File: src/rtl/vend_pkg.sv
// Shared types and constants for the vend dispense path.
package vend_pkg;

  localparam logic [2:0]  COIN_1 = 3'b001;
  localparam logic [2:0]  COIN_2 = 3'b010;
  localparam logic [2:0]  COIN_5 = 3'b101;
  localparam int unsigned PRICE  = 7;
  localparam int unsigned CHG_W  = 3;

  typedef enum logic [2:0] {
    StIdle,
    StMotor,
    StWaitItem,
    StEject,
    StFault
  } vend_state_e;

  function automatic int unsigned max_u(input int unsigned a, input int unsigned b);
    return (a > b) ? a : b;
  endfunction

endpackage

File: src/rtl/vend_dispense_sequencer_if.sv
// Vend request handshake from the coin FSM into the dispense sequencer.
interface vend_dispense_sequencer_if;
  import vend_pkg::*;

  logic             req_valid;
  logic [CHG_W-1:0] req_change;
  logic             req_ready;

  modport master (output req_valid, output req_change, input req_ready);
  modport slave (input req_valid, input req_change, output req_ready);

endinterface

File: src/rtl/vend_req_fifo.sv
// Request queue holding the change owed per accepted vend.
module vend_req_fifo #(
  parameter int unsigned Width = 3,
  parameter int unsigned Depth = 2,
  localparam int unsigned AddrW = $clog2(Depth),
  localparam int unsigned CntW  = AddrW + 1
) (
  input  logic             clk,
  input  logic             reset,
  input  logic             push,
  input  logic [Width-1:0] din,
  input  logic             pop,
  output logic [Width-1:0] dout,
  output logic [CntW-1:0]  count,
  output logic             full,
  output logic             empty
);

  logic [Width-1:0] mem [Depth];
  logic [AddrW-1:0] wptr_q, rptr_q;
  logic [CntW-1:0]  count_q, count_d;
  logic             full_q, empty_q;
  logic             do_push, do_pop;

  assign do_push = push & ~full_q;
  assign do_pop  = pop & ~empty_q;
  assign count_d = count_q + CntW'(do_push) - CntW'(do_pop);

  // Storage needs no reset; only valid entries are ever read.
  always_ff @(posedge clk) begin
    if (do_push) mem[wptr_q] <= din;
  end

  // Pointers, occupancy and registered full/empty flags.
  always_ff @(posedge clk or posedge reset) begin
    if (reset) begin
      wptr_q  <= '0;
      rptr_q  <= '0;
      count_q <= '0;
      full_q  <= 1'b0;
      empty_q <= 1'b1;
    end else begin
      if (do_push) wptr_q <= wptr_q + 1'b1;
      if (do_pop)  rptr_q <= rptr_q + 1'b1;
      count_q <= count_d;
      full_q  <= (count_d == CntW'(Depth));
      empty_q <= (count_d == '0);
    end
  end

  assign dout  = mem[rptr_q];
  assign count = count_q;
  assign full  = full_q;
  assign empty = empty_q;

endmodule

File: src/rtl/vend_dispense_sequencer.sv
// Runs motor, item confirmation and change ejection for each queued vend.
module vend_dispense_sequencer
  import vend_pkg::*;
#(
  parameter int unsigned MOTOR_CYCLES = 8,
  parameter int unsigned WAIT_TIMEOUT = 64,
  parameter int unsigned EJECT_CYCLES = 4,
  parameter int unsigned QDEPTH       = 2
) (
  input  logic                     clk,
  input  logic                     reset,
  vend_dispense_sequencer_if.slave req,
  input  logic                     item_sensed,
  input  logic                     fault_clr,
  output logic                     motor_on,
  output logic                     eject2,
  output logic                     eject1,
  output logic                     busy,
  output logic                     fault,
  output logic                     overflow,
  output logic [1:0]               pending
);

  localparam int unsigned CntMax   = max_u(max_u(MOTOR_CYCLES, WAIT_TIMEOUT), EJECT_CYCLES + 1);
  localparam int unsigned CntW     = $clog2(CntMax) + 1;
  localparam int unsigned FifoCntW = $clog2(QDEPTH) + 1;
  localparam logic [CntW-1:0] MotorLast = CntW'(MOTOR_CYCLES - 1);
  localparam logic [CntW-1:0] WaitLast  = CntW'(WAIT_TIMEOUT - 1);
  localparam logic [CntW-1:0] EjectGap  = CntW'(EJECT_CYCLES);

  vend_state_e         state_q, state_d;
  logic [CntW-1:0]     cnt_q, cnt_d;
  logic [CHG_W-1:0]    chg_q, chg_d;   // change still owed for the vend in service
  logic [CHG_W-1:0]    chg_left;
  logic                two_owed;
  logic                fifo_push, fifo_pop, fifo_full, fifo_empty;
  logic [CHG_W-1:0]    fifo_dout;
  logic [FifoCntW-1:0] fifo_count;
  logic motor_q, eject2_q, eject1_q, busy_q, fault_q, overflow_q;

  assign fifo_push = req.req_valid & req.req_ready;

  vend_req_fifo #(
    .Width (CHG_W),
    .Depth (QDEPTH)
  ) u_fifo (
    .clk   (clk),
    .reset (reset),
    .push  (fifo_push),
    .din   (req.req_change),
    .pop   (fifo_pop),
    .dout  (fifo_dout),
    .count (fifo_count),
    .full  (fifo_full),
    .empty (fifo_empty)
  );

  // 2-rupee coins drain first; the odd rupee goes last.
  assign two_owed = (chg_q[CHG_W-1:1] != '0);
  assign chg_left = chg_q - (two_owed ? CHG_W'(2) : CHG_W'(1));

  // Next-state, counter and change bookkeeping.
  always_comb begin
    state_d  = state_q;
    cnt_d    = cnt_q;
    chg_d    = chg_q;
    fifo_pop = 1'b0;
    unique case (state_q)
      StIdle: begin
        if (!fifo_empty) begin
          fifo_pop = 1'b1;
          chg_d    = fifo_dout;
          cnt_d    = '0;
          state_d  = StMotor;
        end
      end
      StMotor: begin
        if (cnt_q == MotorLast) begin
          cnt_d   = '0;
          state_d = StWaitItem;
        end else begin
          cnt_d = cnt_q + 1'b1;
        end
      end
      StWaitItem: begin
        // A sensor hit on the timeout cycle still wins over the fault.
        if (item_sensed) begin
          cnt_d   = '0;
          state_d = (chg_q == '0) ? StIdle : StEject;
        end else if (cnt_q == WaitLast) begin
          chg_d   = '0;
          state_d = StFault;
        end else begin
          cnt_d = cnt_q + 1'b1;
        end
      end
      StEject: begin
        // Strobe occupies counts 0..EJECT_CYCLES-1, the gap is the last count.
        if (cnt_q == EjectGap) begin
          cnt_d = '0;
          chg_d = chg_left;
          if (chg_left == '0) state_d = StIdle;
        end else begin
          cnt_d = cnt_q + 1'b1;
        end
      end
      StFault: begin
        if (fault_clr) begin
          cnt_d   = '0;
          state_d = StIdle;
        end
      end
      default: state_d = StIdle;
    endcase
  end

  // Sequencer state register.
  always_ff @(posedge clk or posedge reset) begin
    if (reset) begin
      state_q <= StIdle;
      cnt_q   <= '0;
      chg_q   <= '0;
    end else begin
      state_q <= state_d;
      cnt_q   <= cnt_d;
      chg_q   <= chg_d;
    end
  end

  // Registered drives, decoded from the current state so they never overlap.
  always_ff @(posedge clk or posedge reset) begin
    if (reset) begin
      motor_q    <= 1'b0;
      eject2_q   <= 1'b0;
      eject1_q   <= 1'b0;
      busy_q     <= 1'b0;
      fault_q    <= 1'b0;
      overflow_q <= 1'b0;
    end else begin
      motor_q    <= (state_q == StMotor);
      eject2_q   <= (state_q == StEject) && (cnt_q < EjectGap) && two_owed;
      eject1_q   <= (state_q == StEject) && (cnt_q < EjectGap) && !two_owed;
      busy_q     <= (state_q != StIdle) || !fifo_empty;
      fault_q    <= (state_q == StFault);
      overflow_q <= (overflow_q & ~fault_clr) | (req.req_valid & ~req.req_ready);
    end
  end

  assign req.req_ready = ~fifo_full;
  assign motor_on      = motor_q;
  assign eject2        = eject2_q;
  assign eject1        = eject1_q;
  assign busy          = busy_q;
  assign fault         = fault_q;
  assign overflow      = overflow_q;
  assign pending       = (fifo_count > FifoCntW'(3)) ? 2'd3 : 2'(fifo_count);

endmodule

File: src/flat_wrapper.sv
// flat-port wrapper written by rule: the top's interface ports become plain ports
module vend_dispense_sequencer_flat import vend_pkg::*;
#(
  parameter int unsigned MOTOR_CYCLES = 8,
  parameter int unsigned WAIT_TIMEOUT = 64,
  parameter int unsigned EJECT_CYCLES = 4,
  parameter int unsigned QDEPTH       = 2
)
  (clk, reset, item_sensed, fault_clr, motor_on, eject2, eject1, busy, fault, overflow, pending, req_req_valid, req_req_change, req_req_ready);
  vend_dispense_sequencer_if req_i ();
  input  logic clk;
  input  logic reset;
  input  logic item_sensed;
  input  logic fault_clr;
  output logic motor_on;
  output logic eject2;
  output logic eject1;
  output logic busy;
  output logic fault;
  output logic overflow;
  output logic [1:0] pending;
  input wire logic [$bits(req_i.req_valid)-1:0] req_req_valid;
  input wire logic [$bits(req_i.req_change)-1:0] req_req_change;
  output wire logic [$bits(req_i.req_ready)-1:0] req_req_ready;
  assign req_i.req_valid = req_req_valid;
  assign req_i.req_change = req_req_change;
  assign req_req_ready = req_i.req_ready;
  vend_dispense_sequencer #(.MOTOR_CYCLES(MOTOR_CYCLES), .WAIT_TIMEOUT(WAIT_TIMEOUT), .EJECT_CYCLES(EJECT_CYCLES), .QDEPTH(QDEPTH)) u_core (.clk(clk), .reset(reset), .req(req_i), .item_sensed(item_sensed), .fault_clr(fault_clr), .motor_on(motor_on), .eject2(eject2), .eject1(eject1), .busy(busy), .fault(fault), .overflow(overflow), .pending(pending));
endmodule
File: config.mk
export PLATFORM = sky130hd
export DESIGN_NAME = vend_dispense_sequencer_flat
export DESIGN_NICKNAME = d
export VERILOG_FILES = /design/src/rtl/vend_pkg.sv /design/src/rtl/vend_dispense_sequencer_if.sv /design/src/rtl/vend_req_fifo.sv /design/src/rtl/vend_dispense_sequencer.sv /design/src/flat_wrapper.sv
export SDC_FILE = /design/constraint.sdc
export NUM_CORES = 1
export LEC_CHECK = 0
export BUFFER_PORTS_ARGS = -buffer_cell sky130_fd_sc_hd__buf_2
export CAP_MARGIN = 0
export CORE_UTILIZATION = 58
export CTS_BUF_LIST = sky130_fd_sc_hd__clkbuf_16
export DETAILED_ROUTE_END_ITERATION = 8
export HOLD_SLACK_MARGIN = 0.05
export PLACE_DENSITY = 0.79
export SKIP_LAST_GASP = 1
export SYNTH_ARGS = -nofsm -noshare
export SYNTH_HDL_FRONTEND = slang
export SYNTH_HIERARCHICAL = 1
export SYNTH_SLANG_ARGS = --single-unit
File: constraint.sdc
create_clock -name clk -period 3.3 [get_ports clk]
set_clock_uncertainty 0.2 [all_clocks]
set_input_delay 0.495 -clock clk [delete_from_list [all_inputs] [get_ports clk]]
set_output_delay 0.495 -clock clk [all_outputs]
set_load 0.01 [all_outputs]
==> metrics.txt, run 1 <==
worst vdd ir roughly 0.76 mV; # clock sinks 31; Synth-to-Final Area Change 15.9%; Clock transition at path regs roughly 0.05 ns; drt total wl ~3.2 mm; die height ~56 µm; ys flop type dfrtp_1; Post-synth EDFFs 6; Fin Setup TNS 0 ns; Async S/R FF share, synth 0.806; fin. max-slew vios 0; # setup viols final 0; Clk Latency, worst-skew pair between 0.2 and 0.3 ns; vias per inst around 6; total number of vias approximately 1300; Die X around 56 µm; TritonCTS buffer count 5; Ys Warns 6; Yosys reg bits 31; slowest stage delay, CP 0.52 ns; CP endpoint kind register; DP Cell Count about 210; post-route ant nets 0; actual slew at the worst max-slew pin ~0.7 ns; root buf cell clkbuf_16; Rows 19; Final #Nets 197; status finished clean; IO Port Bufs 16; post-layout util 0.713; top cell type by total area after synthesis dfrtp_1; fillers roughly 220; CP cell instances ha_1 > nand3_4 > or3_4 > o41ai_4 > nor2_2 > a221o_1; GRT Residual Overflow 0; critical path type register to register; Max Root-Sink Buffers 2; main area contributors after synthesis dfrtp_1, edfxtp_1, ha_1; Mapped Cells around 170; post-synthesis sequential area ratio 0.476; Post-synth top cells dfrtp_1, nand2_1, inv_1, nor2_1, o21ai_0; maximum clock rate 399 MHz; Final Hold Fails 0; Leakage 0.000894 µW; Net Count, Synth between 150 and 200; mean post-synth cell area 10.2 µm²; total core area approximately 2800 µm²; slew margin rel. 0.524; top-area cell type share of the netlist area 0.354; Final HPWL DP about 2.3 mm; data arrival time of the worst path 2.46 ns; footprint of the multi-input gates ~810 µm²; Post-Synthesis Cell Area approximately 1700 µm²; Design Power between 1500 and 2000 µW; vias in the first global route between 1000 and 1500; Die ar. 3140 µm²; GP Congestion roughly 0.93; largest net degree at the start of global routing 20; DR DRC count 0; fin crit period between 2 and 3 ns; CP top delay family compound AO/OA/AOI/OAI gates; CTS tree done; Cell Count, Final, Fillers Out around 220; PwrDens around 990 nW/µm²; worst path bufs/invs 0; CP max FO 8; Pre-Repair DR Iteration Count 4; Worst path slowest cell o41ai_4; distinct cell type count after synthesis 53; global-route wire length before repair about 5.6 mm; WL/cell between 10 and 15 µm; crit start category register; number of diodes 0; Tcrit/Tclk final 0.759; Initial Util 0.615; required time of the critical path roughly 3.3 ns; antenna violations before repair 0; Total GRT Usage 0.236; RSZ-0062 raised after global routing false; max-cap violation count 0; DRT iter0 DRCs 34; H-tree Lvls 2; Hold Crit Class input pin to register; Sequential Area roughly 810 µm²; share of layout cells above drive strength 1 0.205; most frequent cell after synthesis dfrtp_1; IO Pins 17
cell usage in the layout, fill, tap and decap left out, types with 2 or more instances in the layout:
cell type   n
dfrtp_1    24
buf_2      16
nand2_1    14
inv_1      13
nor2_1     13
o21ai_0    11
nor3_1      7
nand3_1     6
edfxtp_1    6
clkbuf_16   5
ha_1        5
nor4_1      4
xnor2_1     4
nor2b_1     3
nand2b_1    3
nor4b_1     2
a21oi_1     2
nor2_2      2
a221o_1     2
a21o_1      2
mux2_1      2
a22o_2      2
mux2_2      2
path summary, 6_finish.rpt:
path,from,to,slack (ns),depth (start not counted)
worst max-delay path,u_core/cnt_q[1],u_core/cnt_q[4],0.80,6
worst min-delay path,req_req_change[0],u_core/u_fifo/mem[0][0],0.21,1
worst max register to register,u_core/cnt_q[1],u_core/cnt_q[4],0.80,6
worst min register to register,u_core/u_fifo/wptr_q,u_core/u_fifo/wptr_q,0.29,1
max in group asynchronous,reset,u_core/chg_q[2],1.75,3
min in group asynchronous,reset,u_core/u_fifo/count[1],0.50,3
worst register-to-register path: cells and delay by family (launching register included):
| kind | cells | cell delay (ns) |
|---|---|---|
| DFF | 1 | 0.38 |
| AOI/OAI and AO/OA | 2 | 0.83 |
| and+or+nand+nor | 3 | 0.68 |
| adders and majority gates | 1 | 0.29 |
repair_timing:
action	CTS	global route
endpoints found under the hold margin	5	0
resized for setup	0	0
setup buffers	0	0
hold buffers	1	0
registers in the layout, indices dropped and copies added (netlist names), 2 cells and up:
signal and count:
u_core/u_fifo/mem 6, u_core/cnt_q 7, u_core/u_fifo/count 2, u_core/chg_q 3, u_core/state_q 3
final cells by class:
| cell class | instances | share of cell area |
|---|---|---|
| Clock inverter | 3 | 0.0197 |
| Clock buffer | 5 | 0.0637 |
| Multi-Input combinational cell | 115 | 0.412 |
| Tap cell | 31 | 0.0197 |
| Inverter | 13 | 0.0248 |
| Sequential cell | 31 | 0.411 |
| Timing Repair Buffer | 18 | 0.0496 |
logic make-up after synthesis:
group,synth area share
buffers and inverters,0.0465
and+or+nand+nor,0.225
xor gates and xnor gates,0.0258
AOI/OAI and AO/OA,0.157
DFF,0.476
adders and majority gates,0.0369
muxes,0.0325
per-layer routing:
| layer | wire length (µm) | vias to the layer above | track usage |
|---|---|---|---|
| met5 | 0 | - | 0 |
| met4 | 48 | 0 | 0.111 |
| met3 | 132 | 4 | 0.0628 |
| met2 | 1610 | 28 | 0.386 |
| met1 | 1430 | 630 | 0.291 |
| li1 | - | 631 | - |
power breakdown:
part	internal (µW)	switching [µW]
clock	350	146
combinational	351	439
sequential	530	133
metrics by stage:
stage	hold slack, ns	area (µm²)	setup slack [ns]
final	0.211	1970	0.797
after global routing	0.204	1970	0.629
after CTS	0.206	1970	0.798
after detailed placement	0.229	1790	0.813
after global placement	0.227	1790	0.933
after floorplan	0.0852	1700	0.942
No activity file was read; power rests on OpenSTA's default activity.
==> inputs of run 2 (changes only) <==
--- a/config.mk
+++ b/config.mk
@@ -7,11 +7,11 @@
 export LEC_CHECK = 0
 export BUFFER_PORTS_ARGS = -buffer_cell sky130_fd_sc_hd__buf_2
 export CAP_MARGIN = 0
-export CORE_UTILIZATION = 58
+export CORE_UTILIZATION = 52
 export CTS_BUF_LIST = sky130_fd_sc_hd__clkbuf_16
 export DETAILED_ROUTE_END_ITERATION = 8
 export HOLD_SLACK_MARGIN = 0.05
-export PLACE_DENSITY = 0.79
+export PLACE_DENSITY = 0.74
 export SKIP_LAST_GASP = 1
 export SYNTH_ARGS = -nofsm -noshare
 export SYNTH_HDL_FRONTEND = slang
==> constraint.sdc (replaced) <==
create_clock -name clk -period 2.3 [get_ports clk]
set_clock_uncertainty 0.2 [all_clocks]
set_input_delay 0.345 -clock clk [delete_from_list [all_inputs] [get_ports clk]]
set_output_delay 0.345 -clock clk [all_outputs]
set_load 0.01 [all_outputs]
==> run 2 against run 1 <==
- global-route usage down 1.0 points
- largest cell class unchanged
- clock power increased by 19%
- first-iteration DRC count increased by 18%
- utilization is 3.6 points lower
- sequential share of layout area down 2.3 points
- die area up 11%
==> metrics.txt, run 2 (same netlist as run 1, synthesis figures left out) <==
status finished clean; slowest stage delay, CP 0.45 ns (-0.07 ns); # setup viols final 0 (unchanged); Pre-Repair DR Iteration Count 4 (unchanged); GRT Residual Overflow 0 (unchanged); root buf cell clkbuf_16; required time of the critical path 2.25 ns (-1.00 ns); Die ar. 3490 µm² (+11%); actual slew at the worst max-slew pin 0.719 ns (+0.00602 ns); Leakage 0.000953 µW (+6.6%); fin crit period 2.26 ns (-0.245 ns); IO Pins 17 (unchanged); global-route wire length before repair 5.77 mm (+2.2%); Worst path slowest cell o41ai_4; worst reg2reg path depth 6 (unchanged); Clk Latency, worst-skew pair 0.27 ns (about the same); max-cap violation count 0 (unchanged); RR Endpoint u_core/cnt_q[5]; Worst R2R Setup Slack 0.04 ns (-0.75 ns); antenna violations before repair 0 (unchanged); data arrival time of the worst path 2.21 ns (-0.25 ns); worst path bufs/invs 0 (unchanged); share of layout cells above drive strength 1 0.273 (+0.0673); CTS tree done; crit start category register; die height 59.1 µm (+5.4%); GP Congestion 0.873 (-6.2%); Final HPWL DP 2.51 mm (+8.9%); Hold Path Stages 1 (unchanged); commonest non-fill, non-tap cell in the layout dfrtp_1; vias in the first global route 1306 (+0.93%); Cell Count, Final, Fillers Out 242 (+12%); WHS 0.0636 ns (-0.147 ns); CP max FO 5 (-3); WHS Endpoint u_core/u_fifo/mem[0][0]; # clock sinks 31 (unchanged); max FFs per register 7 (unchanged); Initial Util 0.551 (-0.0640); DR DRC count 0 (unchanged); largest net degree at the start of global routing 20 (unchanged); Tcrit/Tclk final 0.982 (+0.223); CP endpoint kind register; Final #Nets 210 (+6.6%); fin. max-slew vios 0 (unchanged); Rows 20 (+1); Top Registers u_core/cnt_q (7), u_core/u_fifo/mem (6); IO Port Bufs 16 (unchanged); most frequent cells in the layout dfrtp_1, buf_2, inv_1, nand2_1, buf_4; RSZ-0062 raised after global routing true; WL/cell 14.0 µm (-6.3%); total number of vias 1295 (+0.15%); H-tree Lvls 2 (unchanged); CP cell instances ha_4 > nand3_4 > or3_4 > o41ai_4 > nor2_2 > a221o_1; HP Start req_req_change[0]; post-route ant nets 0 (unchanged); Die X 59.1 µm (+5.4%); DP Cell Count 231 (+12%); maximum clock rate 443 MHz (+11%); Clock transition at path regs 0.05 ns (about the same); PwrDens 1350 nW/µm² (+36%); Max Root-Sink Buffers 2 (unchanged); total core area 3080 µm² (+12%); slew margin rel. 0.520 (-0.00402); DRT iter0 DRCs 40 (+18%); worst vdd ir 0.674 mV (-12%); post-layout util 0.677 (-0.0356); Total GRT Usage 0.226 (-0.0101); Hold Crit Class input pin to register; R2R Path Start u_core/cnt_q[1]; TritonCTS buffer count 5 (unchanged); drt total wl 3.39 mm (+5.0%); number of diodes 0 (unchanged); vias per inst 5.35 (-11%); CP top delay family compound AO/OA/AOI/OAI gates; Final Hold Fails 0 (unchanged); Top reg by flops u_core/cnt_q; critical path type register to register; Synth-to-Final Area Change 23.0%
==> run 2: final cells by class <==
class / instances / area [µm²]
Timing Repair Buffer: 31 / 195
Inverter: 13 / 48.8
Multi-Input combinational cell: 115 / 842
Clock buffer: 5 / 125
Fill cell: 245 / 993
Tap cell: 44 / 55.1
Clock inverter: 3 / 11.3
Sequential cell: 31 / 807
==> run 2: worst register-to-register path, cell delays in order (launching register included) <==
cell	delay (ns)
dfrtp_1	0.41
ha_4	0.17
nand3_4	0.07
or3_4	0.40
o41ai_4	0.45
nor2_2	0.11
a221o_1	0.32
==> run 2: worst max-delay path by stage <==
stage	from	to	slack [ns]	cells past startpoint
after global routing	u_core/cnt_q[1]	u_core/cnt_q[5]	-0.05	6
final	u_core/cnt_q[1]	u_core/cnt_q[5]	0.04	6
after global placement	u_core/cnt_q[1]	u_core/cnt_q[0]	0.14	6
after CTS	u_core/cnt_q[5]	u_core/cnt_q[5]	0.03	5
after floorplan	u_core/state_q[0]	u_core/u_fifo/empty	0.05	9
after detailed placement	u_core/cnt_q[1]	u_core/cnt_q[5]	0.06	6
==> run 2: per-stage QoR <==
stage	setup TNS, ns	power (µW)	cell area, µm²	setup WS [ns]
after floorplan	0	1820	1700	0.0462
after global placement	0	2080	1900	0.139
after detailed placement	0	2150	1900	0.0624
after CTS	0	2760	2040	0.0296
after global routing	-0.112	3010	2080	-0.0489
final	0	2820	2080	0.0422
==> run 2: power by group <==
group          internal (µW)  switching [µW]
clock                    387             206
sequential               762             165
combinational            600             697
==> run 2: metal layers <==
layer / track usage / routed length, µm / vias to the layer above
met5: 0 / 0 / -
met4: 0.112 / 54 / 0
met3: 0.0459 / 62 / 6
met2: 0.380 / 1710 / 12
met1: 0.277 / 1570 / 625
li1: - / - / 652
==> run 2: repair_timing <==
action                                  4_1_cts  5_1_grt
endpoints found under the setup margin        0       10
hold endpoints to repair                     25        0
setup buffers                                 0        2
resized for setup                             0        5
hold buffers                                  1        0
